==> config.mk <==
export PLATFORM = sky130hd
export DESIGN_NAME = serial_subtractor_nbit
export DESIGN_NICKNAME = d
export VERILOG_FILES = /design/src/rtl/serial_subtractor_nbit_pkg.sv /design/src/rtl/serial_subtractor_nbit_full_subtractor_1bit.sv /design/src/rtl/serial_subtractor_nbit.sv
export SDC_FILE = /design/constraint.sdc
export NUM_CORES = 1
export LEC_CHECK = 0
export CAP_MARGIN = 20
export CORE_UTILIZATION = 40
export CTS_CLUSTER_SIZE = 40
export DETAILED_ROUTE_END_ITERATION = 8
export GPL_ROUTABILITY_DRIVEN = 1
export PLACE_DENSITY_LB_ADDON = 0.15
export SLEW_MARGIN = 20
export SYNTH_ARGS = -nofsm -noshare
export SYNTH_HDL_FRONTEND = slang
export SYNTH_HIERARCHICAL = 1
export SYNTH_SLANG_ARGS = --single-unit
==> constraint.sdc <==
create_clock -name clk -period 1.6 [get_ports clk]
set_input_delay 0.32 -clock clk [delete_from_list [all_inputs] [get_ports clk]]
set_output_delay 0.32 -clock clk [all_outputs]
set_load 0.02 [all_outputs]
==> src/rtl/serial_subtractor_nbit_pkg.sv <==
// Shared definitions for the bit-serial subtractor: state encoding and default width.
package serial_subtractor_nbit_pkg;

    localparam int DEFAULT_WIDTH = 4;

    // Two-bit state code; code 3 is unused and recovers to ST_IDLE.
    typedef enum logic [1:0] {
        ST_IDLE  = 2'd0,
        ST_SHIFT = 2'd1,
        ST_DONE  = 2'd2
    } state_t;

endpackage

==> src/rtl/serial_subtractor_nbit_full_subtractor_1bit.sv <==
// One-bit full-subtractor cell, gate level: d = x - y - br, br_next = borrow out.
module full_subtractor_1bit (
    input  logic x,
    input  logic y,
    input  logic br,
    output logic d,
    output logic br_next
);

    logic x_xor_y;
    logic not_x_and_y;
    logic eq_and_br;

    assign x_xor_y     = x ^ y;
    assign d           = x_xor_y ^ br;
    // Borrow when x=0,y=1, or when x==y and a borrow is already pending.
    assign not_x_and_y = ~x & y;
    assign eq_and_br   = ~x_xor_y & br;
    assign br_next     = not_x_and_y | eq_and_br;

endmodule

==> src/rtl/serial_subtractor_nbit.sv <==
// Bit-serial a - b - bin: one bit per clock through a single full-subtractor cell,
// with a start/busy/done handshake and result registers that only change on completion.
module serial_subtractor_nbit
    import serial_subtractor_nbit_pkg::*;
#(
    parameter int WIDTH = DEFAULT_WIDTH
) (
    input  logic             clk,
    input  logic             rst_n,
    input  logic             start,
    input  logic [WIDTH-1:0] a,
    input  logic [WIDTH-1:0] b,
    input  logic             bin,
    output logic             busy,
    output logic             done,
    output logic [WIDTH-1:0] diff,
    output logic             bout,
    output logic             ovf
);

    localparam int CNT_W = (WIDTH > 2) ? $clog2(WIDTH) : 1;

    state_t           state_reg;
    state_t           state_next;

    logic [WIDTH-1:0] a_sh_reg;
    logic [WIDTH-1:0] b_sh_reg;
    logic [WIDTH-1:0] diff_sh_reg;
    logic             br_reg;
    logic [CNT_W-1:0] cnt_reg;
    logic             a_msb_reg;
    logic             b_msb_reg;

    logic [WIDTH-1:0] diff_reg;
    logic             bout_reg;
    logic             ovf_reg;
    logic             busy_reg;
    logic             done_reg;

    logic             cell_d;
    logic             cell_br_next;
    logic             last_bit;
    logic [WIDTH-1:0] diff_final;

    // The single arithmetic cell, fed by the LSBs of the operand shifters.
    full_subtractor_1bit u_cell (
        .x       (a_sh_reg[0]),
        .y       (b_sh_reg[0]),
        .br      (br_reg),
        .d       (cell_d),
        .br_next (cell_br_next)
    );

    assign last_bit   = (cnt_reg == CNT_W'(WIDTH - 1));
    // The value the diff shifter will hold once the current bit is shifted in.
    assign diff_final = {cell_d, diff_sh_reg[WIDTH-1:1]};

    // State register.
    always_ff @(posedge clk or negedge rst_n) begin
        if (!rst_n) begin
            state_reg <= ST_IDLE;
        end else begin
            state_reg <= state_next;
        end
    end

    // Next-state logic: accept in IDLE, shift WIDTH bits, one DONE cycle.
    always_comb begin
        state_next = state_reg;
        case (state_reg)
            ST_IDLE:  if (start) state_next = ST_SHIFT;
            ST_SHIFT: if (last_bit) state_next = ST_DONE;
            ST_DONE:  state_next = ST_IDLE;
            default:  state_next = ST_IDLE;
        endcase
    end

    // Handshake outputs are registered from the next state so they track it exactly.
    always_ff @(posedge clk or negedge rst_n) begin
        if (!rst_n) begin
            busy_reg <= 1'b0;
            done_reg <= 1'b0;
        end else begin
            busy_reg <= (state_next == ST_SHIFT);
            done_reg <= (state_next == ST_DONE);
        end
    end

    // Operand capture and per-bit shifting; the operand MSBs are kept aside for overflow.
    always_ff @(posedge clk or negedge rst_n) begin
        if (!rst_n) begin
            a_sh_reg    <= '0;
            b_sh_reg    <= '0;
            diff_sh_reg <= '0;
            br_reg      <= 1'b0;
            cnt_reg     <= '0;
            a_msb_reg   <= 1'b0;
            b_msb_reg   <= 1'b0;
        end else begin
            case (state_reg)
                ST_IDLE: begin
                    if (start) begin
                        a_sh_reg    <= a;
                        b_sh_reg    <= b;
                        diff_sh_reg <= '0;
                        br_reg      <= bin;
                        cnt_reg     <= '0;
                        a_msb_reg   <= a[WIDTH-1];
                        b_msb_reg   <= b[WIDTH-1];
                    end
                end
                ST_SHIFT: begin
                    a_sh_reg    <= a_sh_reg >> 1;
                    b_sh_reg    <= b_sh_reg >> 1;
                    diff_sh_reg <= diff_final;
                    br_reg      <= cell_br_next;
                    cnt_reg     <= cnt_reg + CNT_W'(1);
                end
                default: begin
                end
            endcase
        end
    end

    // Result registers load only on the final bit, so partial results are never visible.
    always_ff @(posedge clk or negedge rst_n) begin
        if (!rst_n) begin
            diff_reg <= '0;
            bout_reg <= 1'b0;
            ovf_reg  <= 1'b0;
        end else if (state_reg == ST_SHIFT && last_bit) begin
            diff_reg <= diff_final;
            bout_reg <= cell_br_next;
            ovf_reg  <= (a_msb_reg ^ b_msb_reg) & (cell_d ^ a_msb_reg);
        end
    end

    assign busy = busy_reg;
    assign done = done_reg;
    assign diff = diff_reg;
    assign bout = bout_reg;
    assign ovf  = ovf_reg;

endmodule
==> reports/results.txt, run 1 <==
Slowest-stage cell, CP -> fa_1
Dpl hpwl -> 1514 um
CTS HTree Levels -> 1
Ratio of cells with drive above 1 in the final layout -> 14.63%
Min Tclk post-route -> 1481 ps
Pwr dens -> 1880 nW/um2
Cell area after layout -> 1460 um2
Initial DRT Pass Iterations -> 4
Synthesized area per cell -> 11.79 um2
CTS buffer count -> 3
Library cells used by synthesis -> 22
Total power -> 2.745 mW
First-pass GRT wire length -> 3850 um
Pleak -> 0.6959 nW
Final Net Count -> 138
Crit Path Class -> reg -> reg
Largest net degree at the start of global routing -> 27
CP Data Required Time -> 1870 ps
Setup TNS Final -> 0 ps
Gr ovfl total -> 0
Mapped Cells -> 100
RSZ-0062 raised after global routing -> no
Die Area -> 3167 um2
Net count after synthesis -> 114
Post-DP Area -> 1414 um2
Commonest non-fill, non-tap cell in the layout -> dfrtp_1
Vias post-DR -> 809
Wirelength, routed -> 2183 um
IO Port Bufs -> 19
Clock Path Buffers -> 2
Setup violations, final -> 0
Clock slew at reported path FFs -> 140 ps
Core Footprint -> 2781 um2
# diodes -> 0
Sequential area share after synthesis -> 55.20%
CTS tree -> built
Max-slew headroom -> 77.73%
Antenna violations before repair -> 0
Post-CTS Setup Bufs -> 0
Worst min path class -> in -> async
Commonest cells after routing, fill and taps aside -> dfrtp_1, nor2b_1, clkdlybuf4s50_1, a21oi_1, o21ai_1
DIE HEIGHT -> 56.28 um
Worst slack at placement -> 6.945 ps
Slowest cell delay on critical path -> 620 ps
Tcrit/Tclk final -> 92.54%
Fillcell total -> 257
Worst Setup Slack, final -> 119.3 ps
GP Congestion -> 0.7709
Worst skew pair latency -> 330 ps
Row Count -> 19
Drt via density -> 5.253
# IOs -> 20
Die W -> 56.28 um
CP Capture Type -> flip-flop
Clk sinks -> 26
DRC viols -> 0
Setup crit start kind -> flip-flop
Synth-to-Final Area Change -> 23.89%
Yosys warns -> 6
Mapped Area -> 1179 um2
Fmax -> 675.3 MHz
Root Driver -> clkbuf_4
Final Skew -> 6.068 ps
Crit path arrival time -> 1750 ps
DR iter-0 viols -> 21
Via count of the first global-routing pass -> 802
Count of final hold-check violations -> 0
Cell chain of the critical path -> inv_1, fa_1, nor2b_1, a21oi_1, o21ai_1
Post-route ant nets -> 0
Crit path max fanout -> 4
Worst IR Drop VDD -> 0.0009291 V
R2R Path Start -> b_sh_reg[0]
Max_cap viols -> 0
FF+latch count, synth -> 26
Worst-Margin Slew -> 334.0 ps
Final slew viol count -> 0
Crit path from -> b_sh_reg[0]
Status -> complete, no violations
Gr usage total -> 15.73%
DR WL/cell -> 14.18 um
Initial Utilization -> 42.38%
cell usage after synthesis, drive strengths merged:
master  number  area share [%]
inv          6             1.9
ha           1             1.1
buf          5             2.7
nor3b        1            0.64
mux2i        1            0.85
and2b        2             1.7
a21oi       10             4.2
o21bai       1            0.96
nor2b       11             5.8
fa           1             1.7
a22o         4             3.0
o21ai       10             4.2
nor2         2            0.64
dfrtp       26              55
mux2         8             8.3
nand2        3            0.96
a22oi        7             4.5
nand3b       1             1.7
power by group:
part           total (mW)  internal (mW)  switching (mW)
sequential           1.12          0.934           0.189
clock               0.450          0.253           0.197
combinational        1.17          0.589           0.582
routing by layer:
metal	vias to the layer above	GRT usage (%)	routed length, um
li1	394	-	-
met1	390	22.37	1071
met2	20	23.81	966
met3	5	2.304	93
met4	0	7.317	52
met5	-	0	0
worst max-delay path: cells and delay by family (launching register included):
family	cells	cell delay, ps
fa+ha+maj	1	620
flops	1	390
buf+inv	1	60
simple gates	1	160
compound gates	2	190
layout make-up:
type	instances	area [um2]	share of cell area (%)
clock buffer	3	22.52	1.542
clock inverter	1	30.03	2.057
inverter	6	22.52	1.542
multi-input combinational	63	474.2	32.48
sequential	26	650.6	44.56
tap	31	38.79	2.656
timing repair buffer	24	221.5	15.17
metrics by stage:
stage	utilization [%]	instances	hold WS [ps]
final	52.50	154	346.1
after global routing	52.50	154	364.6
after CTS	52.41	154	346.0
after detailed placement	50.83	150	475.1
after global placement	50.83	150	467.3
after floorplan	-	100	24.41
what timing repair did:
action	4_1_cts	5_1_grt
hold buffers	0	0
endpoints found under the setup margin	7	1
gates resized for setup	7	1
worst paths after layout:
| kind | to | slack (ps) | cells past startpoint |
|---|---|---|---|
| worst min register to register | ovf | 500 | 2 |
| worst min-delay path | ovf | 350 | 2 |
| worst max-delay path | ovf | 120 | 5 |
| max in group asynchronous | diff[2] | 1000 | 2 |
| min in group clk | ovf | 500 | 2 |
| worst max register to register | ovf | 120 | 5 |
logic make-up (layout without fill, tap and decap cells):
family | after synthesis | in the layout | synth area share [%]
adders and majority gates | 2 | 2 | 2.760
AOI/OAI and AO/OA | 32 | 32 | 16.88
buffers and inverters | 11 | 34 | 4.565
and+or+nand+nor | 20 | 20 | 11.47
DFF | 26 | 26 | 55.20
muxes | 9 | 9 | 9.129
No activity file was read; power rests on OpenSTA's default activity.
==> run 2: changes to the inputs <==
- CAP_MARGIN: 20 -> not set
==> results of run 2 <==
No change in the layout: final DEF, timing and power equal those of run 1.
==> run 3: changes to the inputs <==
- DONT_BUFFER_PORTS: not set -> 1
==> run 3 against run 2 <==
Effect of this change:
- sequential share of layout area up 5.8 points
- critical path depth did not move
- global-route usage fell by 0.88 points
- largest power group is now registers
- final cell count is 12% lower
- worst hold slack got worse by 210 ps
- register-to-register slack improved by 30 ps
- first-iteration DRC count down 19%
- combinational power shrank 23%
- total power is 4.7% lower
==> reports/results.txt, run 3 (synthesis gave the netlist of run 1 again) <==
Net Sw Frac -> 36.15% (+0.87 points)
Max-slew headroom -> 68.67% (-9.1 points)
Commonest cells after routing, fill and taps aside -> dfrtp_1, nor2b_1, a21oi_1, o21ai_1, a22oi_1
Antenna violations before repair -> 0 (unchanged)
DR iter-0 viols -> 17 (-19%)
Worst min path class -> in -> reg
Worst IR Drop VDD -> 0.001025 V (+10%)
Final Skew -> 3.252 ps (-2.815 ps)
Initial Utilization -> 42.38% (unchanged)
Via count of the first global-routing pass -> 740 (-7.7%)
Crit path arrival time -> 1670 ps (-80 ps)
Share of power burned in registers -> 48.6% (+7.7 points)
Clock slew at reported path FFs -> 140 ps (about the same)
Clock Path Buffers -> 2 (unchanged)
Post-CTS Setup Bufs -> 0 (unchanged)
Post-CTS sizing -> 0 (-7)
Hold Crit Depth -> 1
Largest net degree at the start of global routing -> 27 (unchanged)
Vias post-DR -> 737 (-8.9%)
Cell chain of the critical path -> inv_1, fa_1, nor2b_1, a21oi_1, o21ai_1
Post-route ant nets -> 0 (unchanged)
CP Data Required Time -> 1820 ps (-50 ps)
CTS tree -> built
DR WL/cell -> 15.99 um (+13%)
Levels on crit path -> 5 (unchanged)
Gr usage total -> 14.85% (-0.88 points)
Clock power frac -> 17.2% (+0.8 points)
Pwr dens -> 2027 nW/um2 (+7.8%)
CP Capture Type -> flip-flop
CTS HTree Levels -> 1 (unchanged)
# IOs -> 20 (unchanged)
Gr ovfl total -> 0 (unchanged)
Core Footprint -> 2781 um2 (unchanged)
Sw Pwr -> 0.9460 mW (-2.3%)
Ratio of cells with drive above 1 in the final layout -> 16.35% (+1.7 points)
Dpl hpwl -> 1476 um (-2.5%)
Crit Path Class -> reg -> reg
Fmax -> 691.6 MHz (+2.4%)
Pleak -> 0.5930 nW (-15%)
Wirelength, routed -> 2158 um (-1.1%)
Tcrit/Tclk final -> 90.37% (-2.2 points)
Max_cap viols -> 0 (unchanged)
Post-DP Area -> 1209 um2 (-15%)
DIE HEIGHT -> 56.28 um (unchanged)
CTS buffer count -> 3 (unchanged)
Die W -> 56.28 um (unchanged)
Drt via density -> 5.459 (+3.9%)
Slowest-stage cell, CP -> fa_1
DRC viols -> 0 (unchanged)
Setup crit start kind -> flip-flop
Reg2Reg Depth -> 5 (unchanged)
IO Port Bufs -> 0 (-19)
Clk sinks -> 26 (unchanged)
Top Family by Delay on Critical Path -> adder cells
Initial DRT Pass Iterations -> 4 (unchanged)
First-pass GRT wire length -> 3560 um (-7.5%)
Setup TNS Final -> 0 ps (unchanged)
Slowest cell delay on critical path -> 520 ps (-100 ps)
Row Count -> 19 (unchanged)
# diodes -> 0 (unchanged)
Die Area -> 3167 um2 (unchanged)
Synth-to-Final Area Change -> 9.554%
GP Congestion -> 0.7287 (-5.5%)
Crit path max fanout -> 4 (unchanged)
Cell area after layout -> 1291 um2 (-12%)
Internal -> 1.671 mW (-5.9%)
Min Tclk post-route -> 1446 ps (-34.72 ps)
Worst-Margin Slew -> 469.9 ps (+135.9 ps)
Combinational power share -> 34.3% (-8.4 points)
Worst skew pair latency -> 320 ps (about the same)
Setup violations, final -> 0 (unchanged)
Count of final hold-check violations -> 0 (unchanged)
RSZ-0062 raised after global routing -> no
Root Driver -> clkbuf_4
Final slew viol count -> 0 (unchanged)
Hold Buf Count CTS -> 2 (+2)
Final Net Count -> 119 (-14%)
Status -> complete, no violations
Commonest non-fill, non-tap cell in the layout -> dfrtp_1
R2R setup slack -> 150 ps (+30 ps)
WP buf/inv -> 1 (unchanged)
[run 3: cell types whose count changed in the layout (fill, tap and decap cells not counted), sizes merged]
cell | previous run | this run
clkdlybuf4s50 | 11 | 0
buf | 5 | 4
dlygate4sd2 | 7 | 0
dlygate4sd3 | 0 | 1
dlymetal6s2s | 1 | 0
[run 3: power groups by stage]
stage	logic, mW	registers [mW]	clock network (mW)
detailed placement	0.888	1.29	0
finish	0.896	1.27	0.450
floorplan	0.772	1.20	0
CTS	0.916	1.27	0.464
global placement	0.856	1.28	0
global route	1.00	1.31	0.477
[run 3: worst register-to-register path, delay by kind of cell, from the launching register on]
| kind | cells | cell delay [ps] |
|---|---|---|
| flops | 1 | 390 |
| simple gates | 1 | 150 |
| buf+inv | 1 | 70 |
| fa+ha+maj | 1 | 520 |
| compound gates | 2 | 220 |
[run 3: worst paths after layout]
path / endpoint / from
setup / recovery: ovf / b_sh_reg[0]
hold / removal: b_msb_reg / b[3]
setup reg to reg: ovf / b_sh_reg[0]
hold reg to reg: diff[0] / diff_sh_reg[1]
max in group asynchronous: state_reg[0] / rst_n
min in group asynchronous: done / rst_n
[run 3: area by class of cell]
cell class | count | area [um2]
clock buffers | 3 | 22.52
well taps | 31 | 38.79
inverters | 6 | 22.52
flip-flops and latches | 26 | 650.6
fillers | 257 | 1490
multi-input cells | 63 | 474.2
clock inverters | 1 | 30.03
repair buffers | 5 | 52.55
[run 3: stage by stage]
| step | total power, mW | worst slack [ps] | cells | hold WS [ps] | util (%) |
|---|---|---|---|---|---|
| 2_1_floorplan | 1.971 | 258.0 | 100 | 24.41 | - |
| 3_3_place_gp | 2.139 | 198.2 | 129 | 24.95 | 43.45 |
| 3_5_place_dp | 2.177 | 147.8 | 129 | 25.02 | 43.45 |
| 4_1_cts | 2.654 | 129.4 | 135 | 123.9 | 46.42 |
| 5_1_grt | 2.792 | 75.14 | 135 | 124.0 | 46.42 |
| 6_report | 2.617 | 154.0 | 135 | 137.6 | 46.42 |
[run 3: layer usage]
metal | up-vias | GRT usage (%) | wire (um) | part of all wire, %
met4 | 0 | 6.272 | 17 | 0.79
met3 | 2 | 3.226 | 103 | 4.8
met1 | 366 | 20.00 | 1029 | 48
met2 | 13 | 23.30 | 1008 | 47
li1 | 356 | - | - | -
met5 | - | 0 | 0 | 0
